$ cat src/rtl/spin_encoder_if.sv
// spin_encoder_if
// Groups the player-control inputs and the dial-angle output of spin_encoder.
//
// Signals:
//   fast     : selects the fast digital step
//   minus    : rotate counter-clockwise (button)
//   plus     : rotate clockwise (button)
//   strobe   : frame tick; its rising edge triggers one digital step
//   spin_in  : HPS spinner; bit 8 toggles per new sample, [7:0] signed delta
//   spin_out : dial angle (integer part of the accumulator)
//
// Modports:
//   master : the side that drives the controls and reads the angle
//   slave  : the encoder itself
//
// Event semantics: there is no valid/ready pair. A digital event is the
// first clock with strobe=1 after a clock with strobe=0. An analog event is
// any clock in which spin_in[8] differs from its value one clock earlier.
// Each event is consumed exactly once, and spin_out reflects it one clock later.
interface spin_encoder_if #(
    parameter int OUT_W = 4
);
    logic             fast;
    logic             minus;
    logic             plus;
    logic             strobe;
    logic [8:0]       spin_in;
    logic [OUT_W-1:0] spin_out;

    modport master (
        output fast, minus, plus, strobe, spin_in,
        input  spin_out
    );

    modport slave (
        input  fast, minus, plus, strobe, spin_in,
        output spin_out
    );
endinterface

$ cat src/rtl/spin_encoder.sv
// spin_encoder
// Merges digital rotate buttons (one step per frame strobe) and analog HPS
// spinner deltas into one wrapping fixed-point accumulator. The integer part
// of the accumulator is the absolute dial angle presented to the CPU.
//
// Ports:
//   clk   : system clock
//   reset : synchronous, active-high
//   bus   : spin_encoder_if.slave (fast, minus, plus, strobe, spin_in -> spin_out)
//
// Optional feature: define SPIN_ENCODER_ACCEL_EN to add a hold counter that
// switches to the fast step after ACCEL_FRAMES consecutive same-direction
// strobes. Without the macro only `fast` selects the fast step.
module spin_encoder #(
    parameter int OUT_W        = 4,
    parameter int FRAC_W       = 3,
    parameter int FAST_SHIFT   = 2,
    parameter int SPIN_SHIFT   = 2,
    parameter int ACCEL_FRAMES = 16
) (
    input  logic            clk,
    input  logic            reset,
    spin_encoder_if.slave   bus
);
    localparam int ACC_W = OUT_W + FRAC_W;
    // Wide enough that sign extension never loses the delta's sign bit.
    localparam int EXT_W = ACC_W + 8;

    logic [ACC_W-1:0] acc;
    logic [ACC_W-1:0] dstep;
    logic [ACC_W-1:0] astep;
    logic [ACC_W-1:0] mag;
    logic [EXT_W-1:0] spin_ext;
    logic             strobe_d;
    logic             tog_d;
    logic             rise;
    logic             tog;
    logic             dir_up;
    logic             dir_dn;
    logic             accel_hit;

    assign rise   = bus.strobe & ~strobe_d;
    assign tog    = bus.spin_in[8] ^ tog_d;
    // Both buttons together cancel out.
    assign dir_up = bus.plus & ~bus.minus;
    assign dir_dn = bus.minus & ~bus.plus;

    assign spin_ext = {{(EXT_W-8){bus.spin_in[7]}}, bus.spin_in[7:0]};

`ifdef SPIN_ENCODER_ACCEL_EN
    localparam int HOLD_W = $clog2(ACCEL_FRAMES + 1);

    logic [HOLD_W-1:0] hold_cnt;
    // Last nonzero direction: 2'b01 up, 2'b10 down, 2'b00 none since reset.
    // With no history yet, a held button counts as continuing, so the very
    // first strobe of a hold already counts toward acceleration.
    logic [1:0]        last_dir;
    logic [1:0]        cur_dir;
    logic              same_dir;

    assign cur_dir   = {dir_dn, dir_up};
    assign same_dir  = (cur_dir != 2'b00) &&
                       ((last_dir == 2'b00) || (cur_dir == last_dir));
    // Uses the count from before this strobe's update.
    assign accel_hit = (hold_cnt == HOLD_W'(ACCEL_FRAMES));

    always_ff @(posedge clk) begin
        if (reset) begin
            hold_cnt <= '0;
            last_dir <= 2'b00;
        end else if (rise) begin
            if (same_dir) begin
                if (!accel_hit) begin
                    hold_cnt <= hold_cnt + HOLD_W'(1);
                end
            end else begin
                hold_cnt <= '0;
            end
            if (cur_dir != 2'b00) begin
                last_dir <= cur_dir;
            end
        end
    end
`else
    assign accel_hit = 1'b0;
`endif

    always_comb begin
        mag   = (bus.fast || accel_hit) ? ACC_W'(1 << FAST_SHIFT) : ACC_W'(1);
        dstep = '0;
        astep = '0;
        if (rise) begin
            if (dir_up) begin
                dstep = mag;
            end else if (dir_dn) begin
                dstep = ACC_W'(0) - mag;
            end
        end
        // Oversized scaled deltas simply wrap modulo 2^ACC_W.
        if (tog) begin
            astep = ACC_W'(spin_ext << SPIN_SHIFT);
        end
    end

    always_ff @(posedge clk) begin
        // Edge history tracks inputs even in reset so release is glitch-free.
        strobe_d <= bus.strobe;
        tog_d    <= bus.spin_in[8];
        if (reset) begin
            acc <= '0;
        end else begin
            acc <= acc + dstep + astep;
        end
    end

    assign bus.spin_out = acc[ACC_W-1:FRAC_W];
endmodule

$ cat src/flat_wrapper.sv
// flat-port wrapper written by rule: the top's interface ports become plain ports
module spin_encoder_flat 
#(
    parameter int OUT_W        = 4,
    parameter int FRAC_W       = 3,
    parameter int FAST_SHIFT   = 2,
    parameter int SPIN_SHIFT   = 2,
    parameter int ACCEL_FRAMES = 16
)
  (clk, reset, bus_fast, bus_minus, bus_plus, bus_strobe, bus_spin_in, bus_spin_out);
  spin_encoder_if #(.OUT_W(OUT_W)) bus_i ();
  input  logic clk;
  input  logic reset;
  input wire logic [$bits(bus_i.fast)-1:0] bus_fast;
  input wire logic [$bits(bus_i.minus)-1:0] bus_minus;
  input wire logic [$bits(bus_i.plus)-1:0] bus_plus;
  input wire logic [$bits(bus_i.strobe)-1:0] bus_strobe;
  input wire logic [$bits(bus_i.spin_in)-1:0] bus_spin_in;
  output wire logic [$bits(bus_i.spin_out)-1:0] bus_spin_out;
  assign bus_i.fast = bus_fast;
  assign bus_i.minus = bus_minus;
  assign bus_i.plus = bus_plus;
  assign bus_i.strobe = bus_strobe;
  assign bus_i.spin_in = bus_spin_in;
  assign bus_spin_out = bus_i.spin_out;
  spin_encoder #(.OUT_W(OUT_W), .FRAC_W(FRAC_W), .FAST_SHIFT(FAST_SHIFT), .SPIN_SHIFT(SPIN_SHIFT), .ACCEL_FRAMES(ACCEL_FRAMES)) u_core (.clk(clk), .reset(reset), .bus(bus_i));
endmodule
$ cat config.mk
export PLATFORM = sky130hd
export DESIGN_NAME = spin_encoder_flat
export DESIGN_NICKNAME = d
export VERILOG_FILES = /design/src/rtl/spin_encoder_if.sv /design/src/rtl/spin_encoder.sv /design/src/flat_wrapper.sv
export SDC_FILE = /design/constraint.sdc
export NUM_CORES = 1
export LEC_CHECK = 0
export ABC_AREA = 1
export BUFFER_PORTS_ARGS = -buffer_cell sky130_fd_sc_hd__clkbuf_2
export CORE_MARGIN = 2
export CORE_UTILIZATION = 51
export CTS_BUF_LIST = sky130_fd_sc_hd__clkbuf_16
export DETAILED_ROUTE_END_ITERATION = 10
export PLACE_DENSITY = 0.77
export SETUP_SLACK_MARGIN = 0.3
export SLEW_MARGIN = 20
export SYNTH_ARGS = -nofsm -noshare
export SYNTH_HDL_FRONTEND = slang
export SYNTH_SLANG_ARGS = --single-unit
$ cat constraint.sdc
create_clock -name clk -period 2.86 [get_ports clk]
set_clock_uncertainty 0.1 [all_clocks]
set_input_delay 0.858 -clock clk [delete_from_list [all_inputs] [get_ports clk]]
set_output_delay 0.858 -clock clk [all_outputs]
set_load 0.01 [all_outputs]
After elaboration in Yosys (flattened, before gate mapping)
Cells that the tools add are included.

word-level totals
  register bits after elaboration = 9
  output and inout port bits = 4
  logic and storage cells = 18

cells by class
  add/subtract/negate cells = 3
  mux-type cells = 5
  bitwise operators = 7

operators by type and width
  kind                                              count
  2-to-1 mux 7 bit                                  4
  adder 7 bit                                       2
  subtractor 1 x 7 -> 7 bit (first input constant)  1
  bitwise AND 1 bit                                 3
  2-to-1 mux 3 bit                                  1
  NOT 1 bit                                         3
  bitwise XOR 1 bit                                 1

Longest topological paths before layout
Gate-level depths: netlist of the first run.

  depth after elaboration = 7
  depth in mapped cells = 16
  depth with buffers taken out = 16

Least setup slack after synthesis of the first run
Ideal clock, no wire load.

  path type = input-to-reg
  from = input bus_strobe
  to = register u_core.acc[5]
  library setup time = 70 ps
  arrival = 2,482 ps
  path slack = 209 ps
  stages on the path = 12
  path buffers = 0
  cell sequence = inv_1 -> nor2_4 -> nand2_2 -> nor2_1 -> ha_1 -> ha_1 -> fa_1 -> nand2_1 -> nand2_1 -> a21oi_1 -> o21ai_0 -> a21oi_1

between the ends
  longest elaborated chain between the ends = 4

RTL lines
  element                    RTL line             RTL
  from (decl)                flat_wrapper.sv:17   input wire logic [$bits(bus_i.strobe)-1:0] bus_strobe;
  bitwise AND 1 bit          spin_encoder.sv:42   assign rise = bus.strobe & ~strobe_d;
  2-to-1 mux 7 bit           spin_encoder.sv:92   if (rise) begin
  adder 7 bit (2 in series)  spin_encoder.sv:112  acc <= acc + dstep + astep;
  to (signal assigned)       spin_encoder.sv:112
  to (decl)                  spin_encoder.sv:29   logic [ACC_W-1:0] acc;

No other way between the ends.
A chain may end at the register's enable or synchronous reset.

Final worst setup path of the first run
  from = input bus_minus
  to = register u_core.acc[6]

between the ends
  longest elaborated chain between the ends = 6

RTL lines
  element                                                       RTL line                                RTL
  from (decl)                                                   flat_wrapper.sv:15                      input wire logic [$bits(bus_i.minus)-1:0] bus_minus;
  bitwise AND 1 bit / NOT 1 bit (equally long branches)         spin_encoder.sv:46, spin_encoder.sv:45
  2-to-1 mux 7 bit / bitwise AND 1 bit (equally long branches)  spin_encoder.sv:95, spin_encoder.sv:45
  2-to-1 mux 7 bit (*)                                          spin_encoder.sv:93                      if (dir_up) begin
  2-to-1 mux 7 bit (*)                                          spin_encoder.sv:92
  adder 7 bit (*) (2 in series)                                 spin_encoder.sv:112

Mark *: on every way between the ends. The rest lies on a longest branch, timed or not.

==> impl_metrics.tcl, run 1 <==
set metrics [dict create \
    status "finished, final reports clean" \
    die_x_um 42.7 \
    r2r_start "u_core.tog_d" \
    critical_path_class "input port to flip-flop" \
    grt_pass1_vias 687 \
    drt_iter0_markers 10 \
    place_congestion 0.772 \
    irDropWorstVdd_uv 386 \
    leakage_uw 0.000626 \
    diodes 0 \
    dr_total_vias 717 \
    postSynthNetCount 138 \
    clock_latency_ns 0.24 \
    hold_viol 0 \
    clk_pin_slew_ns 0.04 \
    crit_required_ns 2.92 \
    syn_area_per_cell_sq_um 6.88 \
    cts_tree "done" \
    drive_gt1_share_pct 47.3 \
    cp.arrival_ns 2.70 \
    worst-r2r-cell-count 14 \
    hold-path-endpoint "u_core.acc[0]" \
    start_util_pct 56.5 \
    rows 13 \
    met3_wirelength_um 70 \
    highest_layer "met4" \
    grt_pass1_wl_um 2850 \
    ys_seq_area_share_pct 23.6 \
    post-place-ws_ns -0.117 \
    period_share_pct 92.3 \
    io_pins 19 \
    cts-root-buf "clkbuf_16" \
    worstReg2RegEnd "u_core.acc[6]" \
    crit_path_start_kind "input port" \
    drtAntennaViolNets 0 \
    rsz0062_at_grt "yes" \
    netlist_area_sq_um 763 \
    holdBufCountCts 0 \
    die_y_um 42.7 \
    antenna_found_initial 0 \
    wl_met1_um 776 \
    synth.distinct_cells 16 \
    yosysWarnings 0 \
    rrSetupSlack_ns 0.55 \
    route.met2.wl_um 879 \
    avgRoutedWirePerCell_um 12.1 \
    design_area_sq_um 1140 \
    p_total_uw 668 \
    drcViolationCount 0 \
    routed_wl_um 1770 \
    cts_buffers 3 \
    holdPathStages 3 \
    finish.utilization_pct 84.5 \
    crit_path_max_fanout 2 \
    viasPerCell 4.91 \
    cap_violations 0 \
    setup_ws_ns 0.221 \
    hold_slack_ns 0.469 \
    ys_seq_elements 9 \
    placed_area_sq_um 901 \
    syn_inst 111 \
    htreeDepth 1 \
    worstSetupEndpointType "flip-flop" \
    grt_max_degree 6 \
    syn2layout_area_growth_pct 49.5 \
    dp_hpwl_um 1170 \
    relSlewSlack_pct 87.9 \
    io_buffers 15 \
    hold_start "u_core.acc[0]" \
    final_nets 159 \
    clock.fmax_mhz 379 \
    post-route-min-period_ns 2.64 \
    clkSinkCount 9 \
    slew_violations 0 \
    first_pass_iters 4 \
    power.density_nw_per_um2 585 \
    grt_use_total_pct 21.4 \
    hold_class "flip-flop to flip-flop" \
    gr-total-overflow 0 \
    die_area_sq_um 1820 \
    cts_buffer_depth 2 \
    worstMarginPinSlew_ns 0.181 \
    coreArea_sq_um 1350 \
    setup_viol 0 \
]
power by group:
group          total (uW)  switching (uW)  leakage (uW)  internal, uW
Clock                 247            63.9     0.0000423           183
Sequential            156            10.7     0.0000746           145
Combinational         265             147      0.000509           118
stage by stage:
stage / TNS (ns) / instances
final: 0 / 146
after global routing: 0 / 146
after CTS: 0 / 144
after detailed placement: -0.203 / 138
after global placement: -0.0928 / 138
after floorplan: 0 / 111
cells in the mapped netlist:
cell	instances	area share (%)
buf_4	4	3.9
o21bai_1	1	0.98
nand2_1	29	14
nand3_1	2	1.3
ha_1	7	11
nor3_1	1	0.66
nor2_4	1	1.5
o21ai_0	2	1.3
dfxtp_1	9	24
a21oi_1	5	3.3
nand3_2	1	1.3
nand2_2	3	2.5
nor2_2	2	1.6
fa_1	5	13
inv_1	27	13
nor2_1	12	5.9
worst max-delay path, cell delays in order:
cell and delay, ns:
clkbuf_8 0.12, inv_6 0.06, nand2_4 0.06, nand2_2 0.08, nand2_2 0.07, nor2_2 0.10, fa_1 0.46, ha_1 0.30
nand2_1 0.09, nor3_2 0.16, nor2_2 0.07, nand3_1 0.07, nand2_1 0.06, nor2_1 0.13
routing by layer:
| layer | vias to the layer above | global-route usage [%] |
|---|---|---|
| met5 | - | 0 |
| met2 | 21 | 37.3 |
| met1 | 324 | 24.5 |
| met4 | 0 | 7.50 |
| li1 | 366 | - |
| met3 | 6 | 6.38 |
flip-flops by register name, indices dropped and copies added, names as in the netlist:
name	cells
u_core.acc	7
u_core.strobe_d	1
u_core.tog_d	1
worst max-delay path by stage:
| stage | slack (ns) | to | from |
|---|---|---|---|
| global placement | -0.07 | u_core.acc[6] | bus_spin_in[8] |
| floorplan | 0.28 | u_core.acc[5] | bus_minus |
| global route | 0.12 | u_core.acc[6] | bus_strobe |
| detailed placement | -0.12 | u_core.acc[6] | bus_spin_in[8] |
| finish | 0.22 | u_core.acc[6] | bus_minus |
| CTS | 0.24 | u_core.acc[5] | bus_minus |
timing repair:
| action | 4_1_cts | 5_1_grt |
|---|---|---|
| setup buffers | 2 | 2 |
| gates resized for setup | 30 | 10 |
| gates cloned | 0 | 0 |
| pin swaps | 17 | 15 |
| setup endpoints to repair | 3 | 3 |
cells by family (layout without fill, tap and decap cells):
group	Yosys count	count (layout)	share of synthesized area [%]
compound gates	8	8	5.57
fa+ha+maj	12	12	24.6
buf+inv	31	51	17.2
flops	9	9	23.6
simple gates	51	51	29.0
cell usage in the layout, fill, tap and decap left out, types with 2 or more instances in the layout:
| cell type | count |
|---|---|
| nand3_1 | 2 |
| nor2_1 | 9 |
| nand2_1 | 15 |
| ha_4 | 3 |
| buf_4 | 5 |
| dfxtp_1 | 9 |
| clkbuf_16 | 4 |
| inv_6 | 2 |
| a21oi_1 | 3 |
| nor2_4 | 2 |
| nor2_2 | 4 |
| clkbuf_8 | 2 |
| inv_1 | 21 |
| a21oi_2 | 2 |
| nand2_4 | 8 |
| ha_1 | 3 |
| fa_1 | 4 |
| clkbuf_2 | 11 |
| inv_2 | 4 |
| nand2_2 | 9 |
area by class of cell:
class	count	area [sq um]
multi-input cells	71	594
clock buffers	3	75.1
repair buffers	20	150
well taps	15	18.8
inverters	27	119
flip-flops and latches	9	180
clock inverters	1	3.75
fillers	82	209
Power figures use the tool's default switching activity.
==> inputs of run 2 (changes only) <==
--- a/config.mk
+++ b/config.mk
@@ -7,5 +7,5 @@
 export LEC_CHECK = 0
 export ABC_AREA = 1
-export BUFFER_PORTS_ARGS = -buffer_cell sky130_fd_sc_hd__clkbuf_2
+export BUFFER_PORTS_ARGS = -buffer_cell sky130_fd_sc_hd__buf_2
 export CORE_MARGIN = 2
 export CORE_UTILIZATION = 51
--- a/constraint.sdc
+++ b/constraint.sdc
@@ -3,3 +3,3 @@
 set_input_delay 0.858 -clock clk [delete_from_list [all_inputs] [get_ports clk]]
 set_output_delay 0.858 -clock clk [all_outputs]
-set_load 0.01 [all_outputs]
+set_load 0.005 [all_outputs]
==> impl_metrics.tcl, run 2 (synthesis gave the netlist of run 1 again) <==
set metrics [dict create \
    regArea_sq_um 180 \
    slew_violations 0 \
    crit_required_ns 2.92 \
    gr-total-overflow 0 \
    die_area_sq_um 1820 \
    cts_buffer_depth 2 \
    routed_wl_um 1820 \
    drive_gt1_share_pct 45.8 \
    critical_path_class "input port to flip-flop" \
    antenna_found_initial 0 \
    r2r_start "u_core.tog_d" \
    relSlewSlack_pct 88.8 \
    status "finished, final reports clean" \
    syn2layout_area_growth_pct 47.7 \
    holdBufCountCts 0 \
    worstReg2RegEnd "u_core.acc[6]" \
    cp.arrival_ns 2.71 \
    placed_area_sq_um 901 \
    dr_total_vias 700 \
    num-fill-cells 73 \
    largest_register "u_core.acc" \
    rsz0062_at_grt "yes" \
    hold_slack_ns 0.460 \
    cts-root-buf "clkbuf_16" \
    holdPathStages 3 \
    largestRegisters "u_core.acc x7, u_core.strobe_d x1, u_core.tog_d x1" \
    final_common_cell "inv_1" \
    fin_cells 146 \
    crit_path_start_kind "input port" \
    drcViolationCount 0 \
    grt_pass1_wl_um 3170 \
    clock_latency_ns 0.23 \
    crit_path_max_fanout 4 \
    leakage_uw 0.000620 \
    worstMarginPinSlew_ns 0.167 \
    dp_hpwl_um 1110 \
    place_congestion 0.771 \
    clk_pin_slew_ns 0.04 \
    hold_class "flip-flop to flip-flop" \
    coreArea_sq_um 1350 \
    die_y_um 42.7 \
    grt_use_total_pct 23.8 \
    worstSetupEndpointType "flip-flop" \
    first_pass_iters 4 \
    drtAntennaViolNets 0 \
    cts_buffers 3 \
    clock.fmax_mhz 378 \
    cap_violations 0 \
    period_share_pct 92.6 \
    hold_start "u_core.acc[0]" \
    clkSinkCount 9 \
    multi_input_area_sq_um 594 \
    post-route-min-period_ns 2.65 \
    irDropWorstVdd_uv 554 \
    design_area_sq_um 1130 \
    dp.cells 138 \
    io_buffers 15 \
    largest_register_ffs 7 \
    diodes 0 \
    viasPerCell 4.79 \
    grt_pass1_vias 731 \
    setup_viol 0 \
    hold_viol 0 \
    worst-r2r-cell-count 14 \
    p_total_uw 649 \
    htreeDepth 1 \
    avgRoutedWirePerCell_um 12.5 \
    cts_tree "done" \
    rows 13 \
    io_pins 19 \
    mostFrequentLayoutCells "inv_1 (21), nand2_1 (17), buf_2 (11)" \
    start_util_pct 56.5 \
    power.density_nw_per_um2 576 \
    die_x_um 42.7 \
    final_nets 159 \
    hold-path-endpoint "u_core.acc[0]" \
    finish.utilization_pct 83.5 \
    rrSetupSlack_ns 0.48 \
    drt_iter0_markers 11 \
    grt_max_degree 6 \
]
run 2: area by class of cell:
class / count / share of cell area, %
sequential: 9 / 16.0
clock buffer: 3 / 6.66
inverter: 27 / 10.1
tap: 15 / 1.66
timing repair buffer: 20 / 12.5
multi-input combinational: 71 / 52.7
clock inverter: 1 / 0.333
run 2: critical path, stage by stage:
cell	delay (ns)
buf_8	0.11
nand2_4	0.07
nand2_2	0.08
inv_2	0.07
nand2_2	0.06
fa_1	0.56
inv_2	0.05
ha_4	0.28
nand2_2	0.07
nor3_2	0.18
nor2_2	0.08
nand3_1	0.08
nand2_1	0.06
nor2_1	0.12
run 2: where the power goes:
group / total [uW] / switching [uW] / internal, uW
registers: 155 / 9.75 / 145
logic: 248 / 138 / 111
clock network: 246 / 62.9 / 183
run 2: repair_timing:
action,CTS,global route
buffers inserted,3,1
hold endpoints to repair,0,0
pin swaps,21,7
gates resized for setup,29,8
setup endpoints to repair,3,3
run 2: how the worst max path moves through the flow:
stage | from | to | cells after the start
after floorplan | bus_minus | u_core.acc[5] | 12
after detailed placement | bus_spin_in[8] | u_core.acc[6] | 17
after global placement | bus_spin_in[8] | u_core.acc[6] | 17
final | bus_spin_in[8] | u_core.acc[6] | 14
after global routing | bus_spin_in[8] | u_core.acc[6] | 17
after CTS | bus_spin_in[8] | u_core.acc[6] | 14
run 2: per-stage QoR:
stage	TNS (ns)	setup slack, ns
2_1_floorplan	0	0.282
3_3_place_gp	-0.0770	-0.0649
3_5_place_dp	-0.164	-0.105
4_1_cts	0	0.252
5_1_grt	0	0.0947
6_report	0	0.211
run 2: metal layers:
metal	part of all wire, %	track usage [%]	up-vias
met5	0	0	-
met4	2.9	9.38	0
met3	2.7	5.53	6
met2	54	43.9	16
met1	41	25.5	314
li1	-	-	364
